$ cat src/rtl/mips_fetch_pkg.sv
// Shared constants and the IF/ID bundle type for the MIPS fetch stage.
package mips_fetch_pkg;

  localparam logic [31:0] NOP_INSTR        = 32'h0000_0000;
  localparam logic [31:0] PC_INCR          = 32'd4;
  localparam logic [31:0] DEFAULT_RESET_PC = 32'h0000_0000;

  typedef struct packed {
    logic [31:0] instruction;
    logic [31:0] pc_plus4;
    logic        valid;
  } ifid_t;

  localparam ifid_t IFID_BUBBLE = '{instruction: NOP_INSTR, pc_plus4: 32'h0, valid: 1'b0};

endpackage

$ cat src/rtl/fetch_stage_if.sv
// Fetch-stage bus: pipeline control in, instruction memory port, IF/ID outputs and status.
interface fetch_stage_if;

  logic        Stall;
  logic        Flush;
  logic        Redirect;
  logic [31:0] RedirectTarget;
  logic [31:0] Instruction;
  logic [31:0] InstrAddress;
  logic [31:0] IFID_Instruction;
  logic [31:0] IFID_PCPlus4;
  logic        IFID_Valid;
  logic        MisalignErr;
  logic [31:0] FetchCount;

  modport master (
    input  Stall, Flush, Redirect, RedirectTarget, Instruction,
    output InstrAddress, IFID_Instruction, IFID_PCPlus4, IFID_Valid, MisalignErr, FetchCount
  );

  modport slave (
    output Stall, Flush, Redirect, RedirectTarget, Instruction,
    input  InstrAddress, IFID_Instruction, IFID_PCPlus4, IFID_Valid, MisalignErr, FetchCount
  );

endinterface

$ cat src/rtl/if_id_reg.sv
// IF/ID pipeline register: bubble beats load, load beats hold.
module if_id_reg
  import mips_fetch_pkg::*;
(
  input  logic  clk,
  input  logic  rst_n,
  input  logic  load,
  input  logic  bubble,
  input  ifid_t d,
  output ifid_t q
);

  ifid_t ifid_q, ifid_d;

  always_comb begin
    ifid_d = ifid_q;
    if (bubble) begin
      ifid_d = IFID_BUBBLE;
    end else if (load) begin
      ifid_d = d;
    end
  end

  always_ff @(posedge clk or negedge rst_n) begin
    if (!rst_n) begin
      ifid_q <= IFID_BUBBLE;
    end else begin
      ifid_q <= ifid_d;
    end
  end

  assign q = ifid_q;

endmodule

$ cat src/rtl/fetch_stage.sv
// MIPS instruction-fetch stage: PC register, next-PC selection, range check,
// misalignment flag and fetch counter, feeding the IF/ID register.
module fetch_stage
  import mips_fetch_pkg::*;
#(
  parameter logic [31:0] RESET_PC   = DEFAULT_RESET_PC,
  parameter int unsigned IMEM_WORDS = 1025
) (
  input logic           Clk,
  input logic           Reset,
  fetch_stage_if.master bus
);

  logic [31:0] pc_q, pc_d;
  logic        misalign_q, misalign_d;
  logic [31:0] fetch_count_q, fetch_count_d;
  logic [31:0] pc_plus4;
  logic [31:0] word_index;
  logic        in_range;
  logic        ifid_load;
  logic        ifid_bubble;
  logic        load_valid;
  ifid_t       ifid_next;
  ifid_t       ifid_q;

  assign pc_plus4   = pc_q + PC_INCR;
  assign word_index = {2'b00, pc_q[31:2]};
  assign in_range   = word_index < IMEM_WORDS;

  always_comb begin
    ifid_load   = !bus.Stall;
    ifid_bubble = bus.Redirect || bus.Flush || (!bus.Stall && !in_range);
    load_valid  = !bus.Redirect && !bus.Flush && !bus.Stall && in_range;

    ifid_next             = IFID_BUBBLE;
    ifid_next.instruction = bus.Instruction;
    ifid_next.pc_plus4    = pc_plus4;
    ifid_next.valid       = 1'b1;

    // Redirect wins over Stall so a taken branch is never lost behind a hazard.
    pc_d = pc_plus4;
    if (bus.Redirect) begin
      pc_d = {bus.RedirectTarget[31:2], 2'b00};
    end else if (bus.Stall) begin
      pc_d = pc_q;
    end

    misalign_d = misalign_q || (bus.Redirect && (bus.RedirectTarget[1:0] != 2'b00));

    fetch_count_d = fetch_count_q;
    if (load_valid && (fetch_count_q != 32'hFFFF_FFFF)) begin
      fetch_count_d = fetch_count_q + 32'd1;
    end
  end

  always_ff @(posedge Clk or negedge Reset) begin
    if (!Reset) begin
      pc_q          <= RESET_PC;
      misalign_q    <= 1'b0;
      fetch_count_q <= 32'h0;
    end else begin
      pc_q          <= pc_d;
      misalign_q    <= misalign_d;
      fetch_count_q <= fetch_count_d;
    end
  end

  if_id_reg u_if_id_reg (
    .clk    (Clk),
    .rst_n  (Reset),
    .load   (ifid_load),
    .bubble (ifid_bubble),
    .d      (ifid_next),
    .q      (ifid_q)
  );

  assign bus.InstrAddress     = pc_q;
  assign bus.IFID_Instruction = ifid_q.instruction;
  assign bus.IFID_PCPlus4     = ifid_q.pc_plus4;
  assign bus.IFID_Valid       = ifid_q.valid;
  assign bus.MisalignErr      = misalign_q;
  assign bus.FetchCount       = fetch_count_q;

endmodule

$ cat src/flat_wrapper.sv
// flat-port wrapper written by rule: the top's interface ports become plain ports
module fetch_stage_flat import mips_fetch_pkg::*;
#(
  parameter logic [31:0] RESET_PC   = DEFAULT_RESET_PC,
  parameter int unsigned IMEM_WORDS = 1025
)
  (Clk, Reset, bus_Stall, bus_Flush, bus_Redirect, bus_RedirectTarget, bus_Instruction, bus_InstrAddress, bus_IFID_Instruction, bus_IFID_PCPlus4, bus_IFID_Valid, bus_MisalignErr, bus_FetchCount);
  fetch_stage_if bus_i ();
  input logic Clk;
  input logic Reset;
  input wire logic [$bits(bus_i.Stall)-1:0] bus_Stall;
  input wire logic [$bits(bus_i.Flush)-1:0] bus_Flush;
  input wire logic [$bits(bus_i.Redirect)-1:0] bus_Redirect;
  input wire logic [$bits(bus_i.RedirectTarget)-1:0] bus_RedirectTarget;
  input wire logic [$bits(bus_i.Instruction)-1:0] bus_Instruction;
  output wire logic [$bits(bus_i.InstrAddress)-1:0] bus_InstrAddress;
  output wire logic [$bits(bus_i.IFID_Instruction)-1:0] bus_IFID_Instruction;
  output wire logic [$bits(bus_i.IFID_PCPlus4)-1:0] bus_IFID_PCPlus4;
  output wire logic [$bits(bus_i.IFID_Valid)-1:0] bus_IFID_Valid;
  output wire logic [$bits(bus_i.MisalignErr)-1:0] bus_MisalignErr;
  output wire logic [$bits(bus_i.FetchCount)-1:0] bus_FetchCount;
  assign bus_i.Stall = bus_Stall;
  assign bus_i.Flush = bus_Flush;
  assign bus_i.Redirect = bus_Redirect;
  assign bus_i.RedirectTarget = bus_RedirectTarget;
  assign bus_i.Instruction = bus_Instruction;
  assign bus_InstrAddress = bus_i.InstrAddress;
  assign bus_IFID_Instruction = bus_i.IFID_Instruction;
  assign bus_IFID_PCPlus4 = bus_i.IFID_PCPlus4;
  assign bus_IFID_Valid = bus_i.IFID_Valid;
  assign bus_MisalignErr = bus_i.MisalignErr;
  assign bus_FetchCount = bus_i.FetchCount;
  fetch_stage #(.RESET_PC(RESET_PC), .IMEM_WORDS(IMEM_WORDS)) u_core (.Clk(Clk), .Reset(Reset), .bus(bus_i));
endmodule
$ cat config.mk
export PLATFORM = sky130hd
export DESIGN_NAME = fetch_stage_flat
export DESIGN_NICKNAME = d
export VERILOG_FILES = /design/src/rtl/mips_fetch_pkg.sv /design/src/rtl/fetch_stage_if.sv /design/src/rtl/if_id_reg.sv /design/src/rtl/fetch_stage.sv /design/src/flat_wrapper.sv
export SDC_FILE = /design/constraint.sdc
export NUM_CORES = 1
export LEC_CHECK = 0
export ABC_AREA = 1
export CORE_UTILIZATION = 43
export CTS_CLUSTER_DIAMETER = 100
export CTS_CLUSTER_SIZE = 30
export DETAILED_ROUTE_END_ITERATION = 8
export GPL_ROUTABILITY_DRIVEN = 0
export PLACE_DENSITY = 0.75
export SETUP_SLACK_MARGIN = 0.3
export SLEW_MARGIN = 25
export SYNTH_ARGS = -nofsm -noshare
export SYNTH_HDL_FRONTEND = slang
export SYNTH_SLANG_ARGS = --single-unit
$ cat constraint.sdc
create_clock -name Clk -period 2.38 [get_ports Clk]
set_input_delay 0.357 -clock Clk [delete_from_list [all_inputs] [get_ports Clk]]
set_output_delay 0.357 -clock Clk [all_outputs]
set_load 0.01 [all_outputs]
==> run summary, run 1 <==
The total overflow left after global routing is 0. The number of distinct standard cells referenced by the synthesized netlist is 29, and the post-synthesis to final-layout area growth is 40.9%. The tools report the endpoint kind of the worst setup timing path as a flop.

Once detailed placement completed, the half-perimeter wirelength came to 14200 um. 199 I/O pins were placed. The run gives 3.88 mW as the internal power. The worst register-to-register path begins at u_core.bus.FetchCount[0]. The H-tree generated during clock tree synthesis spans 4 levels. In this run, synthesis inferred 0 flip-flops with an integrated enable. Counting buffers and inverters, the worst setup path is 11 cells deep. For the pin with the worst max-slew slack, the measured transition is 575 ps.

Timing would allow up to 522 MHz. TritonCTS built the clock tree. The run gives 19300 um as the final routed wirelength across all metal layers. Global routing used 24.3% of the available tracks. The post-synthesis cell type with the largest combined area is sky130_fd_sc_hd__dfrtp_1.

The logs give 0 for the number of max-capacitance violations reported and 36 for the largest net degree at the start of global routing. The final count of pins violating max slew is 0, and the post-synthesis average cell area is 7.07 sq um. In this run the worst path has a maximum fanout of 30.

For this run, design rule violations remaining after detail routing come to 0. The number of antenna repair diodes is 0, and the first-pass GRT wire length is 31000 um. For the clock latency at the later pin of the worst-skew pair, the log shows 420 ps.

The number of hold violations in the final report is 0. For this design the static power due to leakage is 4.43 nW. The run gives 2690 ps as the required time of the worst setup path. Tracing the worst setup path back leads to its startpoint at u_core.bus.FetchCount[0].

The most critical setup path has its endpoint at u_core.bus.FetchCount[14]. The total number of placement rows was 45; the vertical die dimension was 128 um. After detailed routing, the average wire length per cell comes to 13.8 um. The slowest stage of the critical path is the sky130_fd_sc_hd__dfrtp_2 cell. In the synthesized netlist the async set-or-reset flop fraction comes to 100%.

The total number of vias came out at 6684. The worst setup path is launched from a flop. Top cell family by delay on the critical path: simple AND/OR/NAND/NOR gates. The library cell with the highest instance count after synthesis was sky130_fd_sc_hd__nand2_1.

Dividing total power by cell area gives a power density of 551 nW/um^2. For flop-to-flop paths, the worst setup slack is 470 ps. The tools report the number of iterations in the first detailed-routing pass as 5. The clock transition time at the flip-flop clock pins of the worst setup and hold paths was 60 ps.

The logs give 2 for the number of buffers on the longest clock path and 0.507 mV for the maximum vdd drop. In this run, flip-flops and latches consume 43.6% of the power. For the final database, setup skew stands at 17.6 ps. Sequential elements use 46.5% of the synthesized area. The region available for standard cell placement spans 15400 sq um. Using the TritonRoute via totals, the vias-per-cell ratio works out to 4.79. The post-route minimum period is 1910 ps, and the count of state elements after synthesis is 127. The total buffers and inverters traversed by the critical path was 3.

The worst register-to-register path has a depth of 11. The horizontal die dimension was 128 um; the die area was 16400 sq um. The violation count after the first detailed-routing iteration was 507. Traced cell by cell, the critical path runs through ha_2 > inv_2 > nor2_4 > nand2_4 > nor2_4 > nand2_2 > clkinv_1 > nor2_4 > buf_12 > nand2_1 > nand2_1. Headroom to the max-slew limit came out at 61.6%. In the synthesized netlist, the number of instances is 966.

Data arrives at the worst endpoint at 2220 ps. Counting instances in the post-synthesis netlist gives the leading cell types as sky130_fd_sc_hd__nand2_1 (473), sky130_fd_sc_hd__nor2_1 (133), sky130_fd_sc_hd__dfrtp_1 (127). The worst reg2reg path endpoint is u_core.bus.FetchCount[14]. The root buffer cell was sky130_fd_sc_hd__clkbuf_16. In this run switching power makes up 26.9% of total power. Once the clock tree was built, the setup fixing pass inserted 0 buffers. Setup violations remaining at the end of the flow were counted as 0. Yosys attributes the largest share of cell area to sky130_fd_sc_hd__dfrtp_1 (47%), sky130_fd_sc_hd__nand2_1 (26%), sky130_fd_sc_hd__nor2_1 (7.3%). Setup repair after global routing left no endpoint under its margin. The synthesized design devotes to its leading area cell type 46.5% of total area.

The worst path uses 80.4% of the clock period. The final layout contains 1242 nets. Hold is met by 437 ps. The critical path is of the flop to flop type. Once detail routing completed, the nets flagged for antenna violations numbered 0. The run finished with clean final reports. The cell that appears most often on the critical path is sky130_fd_sc_hd__nor2_4.

The via count of the first global-routing pass was 6241. Port buffering added 196 buffers. The effective utilization at floorplan was 44.4%; the number of antenna violations at the first check in global routing was 0.

Part of the power in combinational logic: 11.2%. For this run, the slowest stage of the critical path takes 450 ps. TritonCTS created 17 clock buffers.

After routing, the total negative slack on setup checks comes to 0 ps. Among all flip-flop cells after synthesis, the most frequent one is sky130_fd_sc_hd__dfrtp_1. The number of sinks handled by clock tree synthesis is 127, and the power spent charging and discharging nets is 1.43 mW.

The clock network is responsible for 45.2% of the overall power. During synthesis, Yosys emitted a total of 0 warnings. The post-synthesis instance area came out at 6830 sq um. Type of the worst min-delay path: primary input to asynchronous set/reset pin.

The share of post-route cells with drive strength above 1 works out to 5.41%.
## metrics by stage
| stage | cell area (sq um) | worst slack [ps] | total power [mW] | std cells | util (%) |
|---|---|---|---|---|---|
| 2_1_floorplan | 6830 | 680 | 2.57 | 967 | - |
| 3_3_place_gp | 9020 | 200 | 2.93 | 1360 | 58.7 |
| 3_5_place_dp | 9020 | 150 | 2.94 | 1360 | 58.7 |
| 4_1_cts | 9580 | 301 | 5.34 | 1393 | 62.3 |
| 5_1_grt | 9620 | 336 | 5.52 | 1394 | 62.6 |
| 6_report | 9620 | 466 | 5.30 | 1394 | 62.6 |
## layout by cell type, fill, tap and decap left out, drive strengths merged
master and instances:
dlygate4sd3 1, o211ai 8, dfrtp 127, buf 15, ha 3, nand2 476
o221ai 3, nor2 140, nand4 1, clkinv 7, clkinvlp 4, conb 2
xnor2 12, nand3 27, inv 79, clkdlybuf4s50 195, o21ai 28, clkbuf 18
xor2 15, nand3b 16, o21bai 4, a22o 2
## worst min path at each step
stage               cells past startpoint                   endpoint  slack [ps]  startpoint
CTS                                     2  u_core.bus.FetchCount[23]         460       Reset
global route                            2  u_core.bus.FetchCount[23]         480       Reset
detailed placement                      1  u_core.bus.FetchCount[26]         360       Reset
global placement                        1  u_core.bus.FetchCount[26]         360       Reset
finish                                  2  u_core.bus.FetchCount[23]         440       Reset
floorplan                               0   u_core.bus.FetchCount[0]          60       Reset
## final cells by class
class / count / area [sq um]
Fill cell: 1370 / 5750
Multi-Input combinational cell: 737 / 3230
Clock inverter: 14 / 110
Sequential cell: 127 / 3180
Timing Repair Buffer: 211 / 2110
Inverter: 76 / 285
Tap cell: 211 / 264
Clock buffer: 18 / 439
## power by group through the flow
| stage | Combinational, mW | Clock (mW) | Sequential [mW] |
|---|---|---|---|
| 2_1_floorplan | 0.218 | 0 | 2.35 |
| 6_report | 0.595 | 2.40 | 2.31 |
| 5_1_grt | 0.657 | 2.54 | 2.32 |
| 3_3_place_gp | 0.581 | 0 | 2.35 |
| 4_1_cts | 0.593 | 2.44 | 2.31 |
| 3_5_place_dp | 0.589 | 0 | 2.35 |
## kinds of logic after synthesis
kind of cell             count (synthesis)  share of synthesized area (%)
AO/OA/AOI/OAI                           45                           4.07
buffers and inverters                  104                           6.89
XOR/XNOR                                27                           3.46
AND/OR/NAND/NOR                        659                           38.5
flip-flops                             127                           46.5
adder cells (fa/ha/maj)                  3                          0.550
other                                    1                         0.0549
## state kept, by name (all words and copies together), names as in the netlist
register / count
u_core.u_if_id_reg.q: 64
u_core.bus.FetchCount: 32
u_core.bus.InstrAddress: 30
u_core.bus.MisalignErr: 1
## layer usage
layer,vias to the layer above,wire [um],global-route usage [%]
met1,3031,8570,31.9
met2,264,8870,39.1
met3,31,1440,5.88
met4,0,408,8.44
li1,3358,-,-
met5,-,0,0
## what timing repair did
| item | in CTS | in global routing |
|---|---|---|
| gates resized for setup | 0 | 7 |
| hold endpoints to repair | 31 | 0 |
| hold buffers | 1 | 0 |
| setup endpoints to repair | 0 | 33 |
Note: power is estimated with default switching activity, not from simulation.
==> inputs of run 2 (changes only) <==
clock period = 1.85 ns   (was 2.38 ns; I/O delays follow)
==> run 2 against run 1 <==
Effect of this change: sequential cell count is the same; largest power group unchanged; critical endpoint is now u_core.bus.FetchCount[12]; combinational power grew 68%; critical path type unchanged; cell area grew 13%.
==> run summary, run 2 (synthesis gave the netlist of run 1 again) <==
The number of buffers on the longest clock path is 2 (unchanged). Startpoint type of the worst setup path: a flop. Setup repair after global routing could not meet its margin everywhere.

The cell count of the worst reg-to-reg path was 10 (-1). The setup path with the least slack is of type flop to flop. The share of post-route cells with drive strength above 1 came out at 20.9% (+15 points). The total number of placement rows was 45 (unchanged). The maximum vdd drop is 0.653 mV (+29%). The tree is rooted in a sky130_fd_sc_hd__clkbuf_16.

Via count of the first global-routing pass: 6808 (+9.1%). TritonCTS built the clock tree. The logs give 15400 sq um (unchanged) for the core box area and 7 (+2) for the number of iterations in the first detailed-routing pass.

The maximum clock frequency came out at 561 MHz (+7.4%). The horizontal die dimension is 128 um (unchanged). The final routed wirelength across all metal layers was 22400 um (+16%); the worst clock skew on the final layout was 11.3 ps (-6.38 ps). The count of endpoints failing setup in the final report was 0 (unchanged).

The mean routed wirelength per cell is 15.1 um (+9.2%). The final cell count without fillers was 1484 (+6.5%); the post-synthesis to final-layout area growth was 58.5%. The number of max-capacitance violations reported was 0 (unchanged); the total overflow reported by the global router was 0 (unchanged).

The tools report the required time of the worst setup path as 2210 ps (-480 ps). The highest net fanout along the worst path came out at 15 (-50%). The count of placed standard cells including taps is 1396 (+2.6%). Number of nets in the finished design: 1332 (+7.2%). The number of H-tree levels was 4 (unchanged); the number of sinks handled by clock tree synthesis was 127 (unchanged). The total CTS buffers is 17 (unchanged). The run gives 0 (unchanged) as the remaining antenna violation count. The total number of vias came out at 7369 (+10%). The clock transition time at the flip-flop clock pins of the worst setup and hold paths is 60 ps (about the same). The worst register-to-register path begins at u_core.bus.InstrAddress[22]. The logs give 580 (+14%) for the violation count after the first detailed-routing iteration and 0 (unchanged) for the final count of pins violating max slew. The top cell types in the final layout, fill and taps aside, are sky130_fd_sc_hd__nand2_1 (435), sky130_fd_sc_hd__dlygate4sd2_1 (103), sky130_fd_sc_hd__nor2_1 (102), sky130_fd_sc_hd__dfrtp_1 (102), sky130_fd_sc_hd__buf_4 (86).

First-pass GRT wire length: 33600 um (+8.5%). The effective utilization at floorplan is 44.4% (unchanged). The type of the worst min-delay path is primary input to asynchronous set/reset pin. The arrival time at the worst endpoint is 2140 ps (-80 ps).

The total power after layout was 7.35 mW (+38%); the number of vias per cell was 4.97 (+3.6%). The post-route clock period utilization works out to 96.4% (+16 points). The reg2reg setup slack was 70 ps (-400 ps); the flip-flop count of the largest register, all copies and words added was 64 (unchanged).

The tools report the number of hold violations in the final report as 0 (unchanged). The library cell used most frequently in the layout, excluding fill and tap cells, is sky130_fd_sc_hd__nand2_1. The count of pins on the block boundary is 199 (unchanged), and the vertical die dimension is 128 um (unchanged). The run finished with clean final reports. The global-route total usage across every layer was 26.5% (+2.3 points); the leakage power was 5.81 nW (+31%). The logs give 0 (unchanged) for the number of antenna repair diodes and 44 (+22%) for the largest net degree at the start of global routing.

The endpoint kind of the worst setup timing path is a flop. The number of DRC violations after detailed routing was 0 (unchanged); the worst hold slack was 361 ps (-75.7 ps). The post-route minimum period is 1780 ps (-132 ps).

The logs give 14900 um (+5.0%) for the final HPWL from detailed placement and 16400 sq um (unchanged) for the die area. The clock latency at the later pin of the worst-skew pair is 420 ps (about the same), and the number of antenna violations at the first check in global routing is 0 (unchanged). The number of buffers added on ports was 196 (unchanged); the share of the core filled with cells in the final layout was 70.4% (+7.8 points).

Power per unit of standard cell area: 678 nW/um^2 (+23%). The worst reg2reg path endpoint was u_core.bus.FetchCount[12].
run 2: cell types whose count changed in the layout (fill, tap and decap cells not counted), moves of 19 or more:
| cell | before | now |
|---|---|---|
| sky130_fd_sc_hd__dfrtp_2 | 1 | 25 |
| sky130_fd_sc_hd__dlygate4sd2_1 | 0 | 103 |
| sky130_fd_sc_hd__nor2_2 | 2 | 21 |
| sky130_fd_sc_hd__clkdlybuf4s50_1 | 195 | 67 |
| sky130_fd_sc_hd__nand2_1 | 473 | 435 |
| sky130_fd_sc_hd__nand2_2 | 1 | 28 |
| sky130_fd_sc_hd__dfrtp_1 | 126 | 102 |
| sky130_fd_sc_hd__nor2_1 | 133 | 102 |
| sky130_fd_sc_hd__buf_4 | 12 | 86 |
run 2: metal layers:
| metal | vias to the layer above | track usage [%] | routed length (um) |
|---|---|---|---|
| li1 | 3536 | - | - |
| met2 | 336 | 44.0 | 10700 |
| met4 | 0 | 10.2 | 723 |
| met3 | 67 | 6.39 | 1780 |
| met1 | 3430 | 33.5 | 9230 |
| met5 | - | 0 | 0 |
run 2: metrics by stage:
step           TNS, ps  setup slack, ps  instance area, sq um
6_report             0             67.5                 10800
5_1_grt              0             7.37                 10800
4_1_cts              0              197                 10200
3_5_place_dp     -16.0            -16.0                  9370
3_3_place_gp         0             16.8                  9370
2_1_floorplan        0              302                  6850
run 2: how the worst max path moves through the flow:
stage / from / endpoint / cells past startpoint
floorplan: u_core.bus.FetchCount[0] / u_core.bus.FetchCount[0] / 11
global placement: bus_Flush / u_core.bus.FetchCount[6] / 11
detailed placement: bus_Flush / u_core.bus.FetchCount[6] / 11
CTS: u_core.bus.InstrAddress[13] / u_core.bus.FetchCount[4] / 11
global route: u_core.bus.InstrAddress[22] / u_core.bus.FetchCount[11] / 10
finish: u_core.bus.InstrAddress[22] / u_core.bus.FetchCount[12] / 10
run 2: area by class of cell:
cell class                      instances  area, sq um
Multi-Input combinational cell        736         3590
Tap cell                              211          264
Inverter                               76          298
Sequential cell                       127         3210
Clock buffer                           18          429
Clock inverter                         14          166
Fill cell                            1217         4540
Timing Repair Buffer                  302         2870
run 2: power breakdown:
part           total, mW  internal (mW)  switching (mW)
Clock               3.41           2.12            1.30
Combinational      0.999          0.474           0.524
Sequential          2.93           2.85          0.0782
Total               7.35           5.44            1.90
run 2: repair_timing:
action / 4_1_cts / 5_1_grt
gates cloned: 0 / 6
endpoints found under the setup margin: 207 / 123
pin swaps: 5 / 22
hold buffers: 1 / 0
endpoints found under the hold margin: 27 / 0
gates resized for setup: 151 / 153
buffers inserted: 35 / 14
run 2: critical path: stages (launching register included):
cell,delay [ps]
sky130_fd_sc_hd__dfrtp_2,440
sky130_fd_sc_hd__nor2_1,150
sky130_fd_sc_hd__nand2_1,70
sky130_fd_sc_hd__nor2_1,100
sky130_fd_sc_hd__nand2_1,130
sky130_fd_sc_hd__nor2_4,160
sky130_fd_sc_hd__nand2_4,70
sky130_fd_sc_hd__nor2_4,230
sky130_fd_sc_hd__clkbuf_16,230
sky130_fd_sc_hd__nand2_1,70
sky130_fd_sc_hd__nand2_1,60
==> inputs of run 3 (changes only) <==
GPL_TIMING_DRIVEN = 0   (was unset)
HOLD_SLACK_MARGIN = 0.15   (was unset)
==> run 3 against run 2 <==
Effect of this change: critical path depth unchanged; global-route usage grew 1.5 points; hold slack better by 26 ps; clock skew fell by 1.5 ps; largest power group unchanged.
==> run summary, run 3 (synthesis gave the netlist of run 1 again) <==
The horizontal die dimension is 128 um (unchanged). The via count of the first global-routing pass was 6993 (+2.7%); the count of endpoints failing setup in the final report was 0 (unchanged). The setup slack after placement is -494 ps (-478 ps). The maximum vdd drop is 0.732 mV (+12%). Setup repair after global routing could not meet its margin everywhere. The library cells used most frequently in the layout, excluding fill and tap cells, are sky130_fd_sc_hd__nand2_1 (383), sky130_fd_sc_hd__dlygate4sd2_1 (123), sky130_fd_sc_hd__dfrtp_1 (88). The run gives 1107 (-9.0%) as the final-layout fill cell count. For the final count of pins violating max slew, the log shows 0 (unchanged). The run finished with clean final reports. The delay of the slowest cell on the worst path is 430 ps (about the same). The post-route clock period utilization was 94.2% (-2.1 points); the total buffers and inverters traversed by the critical path was 4 (+3).

The root buffer cell chosen for the clock tree is sky130_fd_sc_hd__clkbuf_16. The flip-flop count of the largest register, all copies and words added works out to 64 (unchanged). For the total number of placement rows, the log shows 45 (unchanged). The run gives 5.77 nW (-0.66%) as the leakage power. The power per unit of standard cell area was 668 nW/um^2 (-1.5%); the routed length on met3 was 1950 um (+9.1%). The library cell used most frequently in the layout, excluding fill and tap cells, is sky130_fd_sc_hd__nand2_1. Number of sinks handled by clock tree synthesis: 127 (unchanged). For the count of pins on the block boundary, the log shows 199 (unchanged). The tools report the clock latency at the later pin of the worst-skew pair as 420 ps (about the same).

The vertical die dimension is 128 um (unchanged), and the total CTS buffers is 17 (unchanged). The number of H-tree levels was 4 (unchanged). TritonCTS built the clock tree. The worst clock skew on the final layout came out at 9.74 ps (-1.51 ps). Walking the worst path, the cells encountered are buf_6 > inv_6 > ha_4 > nand3_2 > o21ai_4 > buf_4 > nand3_4 > buf_6 > nand2_1 > nand2_1. The post-route minimum period is 1740 ps (-39.5 ps). The tools report the die area as 16400 sq um (unchanged). On the critical path, the stage with the largest delay is an instance of sky130_fd_sc_hd__dfrtp_2. The worst hold slack came out at 388 ps (+26.3 ps). The global-route total usage across every layer was 28.0% (+1.5 points); the effective utilization at floorplan was 44.4% (unchanged).

The number of hold violations in the final report is 0 (unchanged). The worst hold path belongs to the class primary input to flop. For the relative max-transition margin, the log shows 64.5%. The number of antenna violations at the first check in global routing is 0 (unchanged), and the cell area reported after detailed placement is 9110 sq um (-2.8%). The remaining antenna violation count is 0 (unchanged), and the largest net degree at the start of global routing is 71 (+61%). The number of buffers added on ports is 196 (unchanged), and the number of buffers on the longest clock path is 2 (unchanged). The logs give 2160 ps (-50 ps) for the required time of the worst setup path and 107 ps (+39.5 ps) for the slack of the critical path. Clock transition time at the flip-flop clock pins of the worst setup and hold paths: 60 ps (about the same). The cell area after layout was 11300 sq um (+4.6%); the core box area was 15400 sq um (unchanged). The share of post-route cells with drive strength above 1 was 29.0% (+8.1 points); the actual transition at the worst max-transition pin was 532 ps. The post-synthesis to final-layout area growth is 65.8%, and the number of max-capacitance violations reported is 0 (unchanged). The first-pass GRT wire length was 35300 um (+5.0%); the maximum clock frequency was 574 MHz (+2.3%). The worst setup path is launched from a flop. The mean routed wirelength per cell works out to 16.0 um (+6.3%). The tools report the number of nets in the finished design as 1361 (+2.2%).

The post-route setup TNS is 0 ps (unchanged). The final routed wirelength across all metal layers was 24300 um (+8.4%); the routed metal-1 wirelength was 9580 um (+3.8%). The number of vias per cell works out to 5.09 (+2.4%). The violation count after the first detailed-routing iteration came out at 604 (+4.1%).

For the final HPWL from detailed placement, the log shows 14600 um (-2.1%). The number of DRC violations after detailed routing was 0 (unchanged); the total number of vias was 7697 (+4.5%). The worst setup path is of the flop to flop kind. The detailed-routed wire length on met2 was 11900 um (+11%).

Number of iterations in the first detailed-routing pass: 5 (-2). The tools report the arrival time at the worst endpoint as 2050 ps (-90 ps). The highest metal layer with signal wires is met4. On the critical path the largest part of the delay comes from buffers and inverters.

The tools report the endpoint kind of the worst setup timing path as a flop. The number of antenna repair diodes is 0 (unchanged). The highest net fanout along the worst path is 10 (-5), and the total overflow reported by the global router is 0 (unchanged).
==> run 3: cell count changes in the layout (fill, tap and decap cells not counted), moves of 7 or more <==
cell                              previous run  this run
sky130_fd_sc_hd__clkdlybuf4s15_1            12         5
sky130_fd_sc_hd__nor2_2                     21        29
sky130_fd_sc_hd__nand2_1                   435       383
sky130_fd_sc_hd__dfrtp_2                    25        39
sky130_fd_sc_hd__nand2_2                    28        79
sky130_fd_sc_hd__buf_6                       5        29
sky130_fd_sc_hd__dfrtp_1                   102        88
sky130_fd_sc_hd__nor2_1                    102        84
sky130_fd_sc_hd__buf_4                      86        77
sky130_fd_sc_hd__dlymetal6s2s_1             11         0
sky130_fd_sc_hd__nor2_4                     17        27
sky130_fd_sc_hd__dlygate4sd2_1             103       123
==> run 3: worst register-to-register path: cells and delay by family (launching register included) <==
| family | cells | cell delay, ps |
|---|---|---|
| AO/OA/AOI/OAI | 1 | 200 |
| adder cells (fa/ha/maj) | 1 | 120 |
| buffers and inverters | 4 | 530 |
| flip-flops | 1 | 430 |
| AND/OR/NAND/NOR | 4 | 340 |
==> run 3: final timing paths <==
kind,start,endpoint,slack [ps],cells after the start
min,bus_Instruction[18],u_core.u_if_id_reg.q[51],390,3
max,u_core.bus.InstrAddress[2],u_core.bus.FetchCount[27],110,10
max reg2reg,u_core.bus.InstrAddress[2],u_core.bus.FetchCount[27],110,10
max in group asynchronous,Reset,u_core.bus.InstrAddress[17],720,3
min in group asynchronous,Reset,u_core.bus.FetchCount[7],420,2
min reg2reg,u_core.u_if_id_reg.q[0],u_core.u_if_id_reg.q[0],470,2
==> run 3: per-stage QoR <==
step           cells  power [mW]  utilization, %
4_1_cts         1479        7.38            68.6
3_5_place_dp    1375        3.77            59.3
2_1_floorplan    967        3.30               -
5_1_grt         1513        7.83            73.7
3_3_place_gp    1374        3.75            59.1
6_report        1513        7.57            73.7
==> run 3: timing repair <==
action	4_1_cts	5_1_grt
hold buffers	1	0
setup buffers	62	34
setup endpoints to repair	249	126
pin swaps	27	65
gates resized for setup	277	165
endpoints found under the hold margin	69	0
cloned	9	0
==> run 3: power breakdown <==
| part | internal, mW | leakage (nW) | switching (mW) |
|---|---|---|---|
| registers | 2.86 | 1.66 | 0.104 |
| clock network | 2.15 | 0.294 | 1.36 |
| logic | 0.512 | 3.81 | 0.585 |
==> run 3: per-layer routing <==
metal	GRT usage [%]	vias to the layer above
li1	-	3603
met1	34.2	3594
met2	46.5	411
met3	7.35	89
met4	12.8	0
met5	0	-
==> run 3: final cells by class <==
type                    instances  area [sq um]  share of cell area (%)
plain buffers                  28           223                    1.97
multi-input cells             737          3880                    34.3
well taps                     211           264                    2.33
inverters                      76           309                    2.73
clock inverters                14           183                    1.61
clock buffers                  18           429                    3.79
repair buffers                302          2810                    24.8
flip-flops and latches        127          3230                    28.5
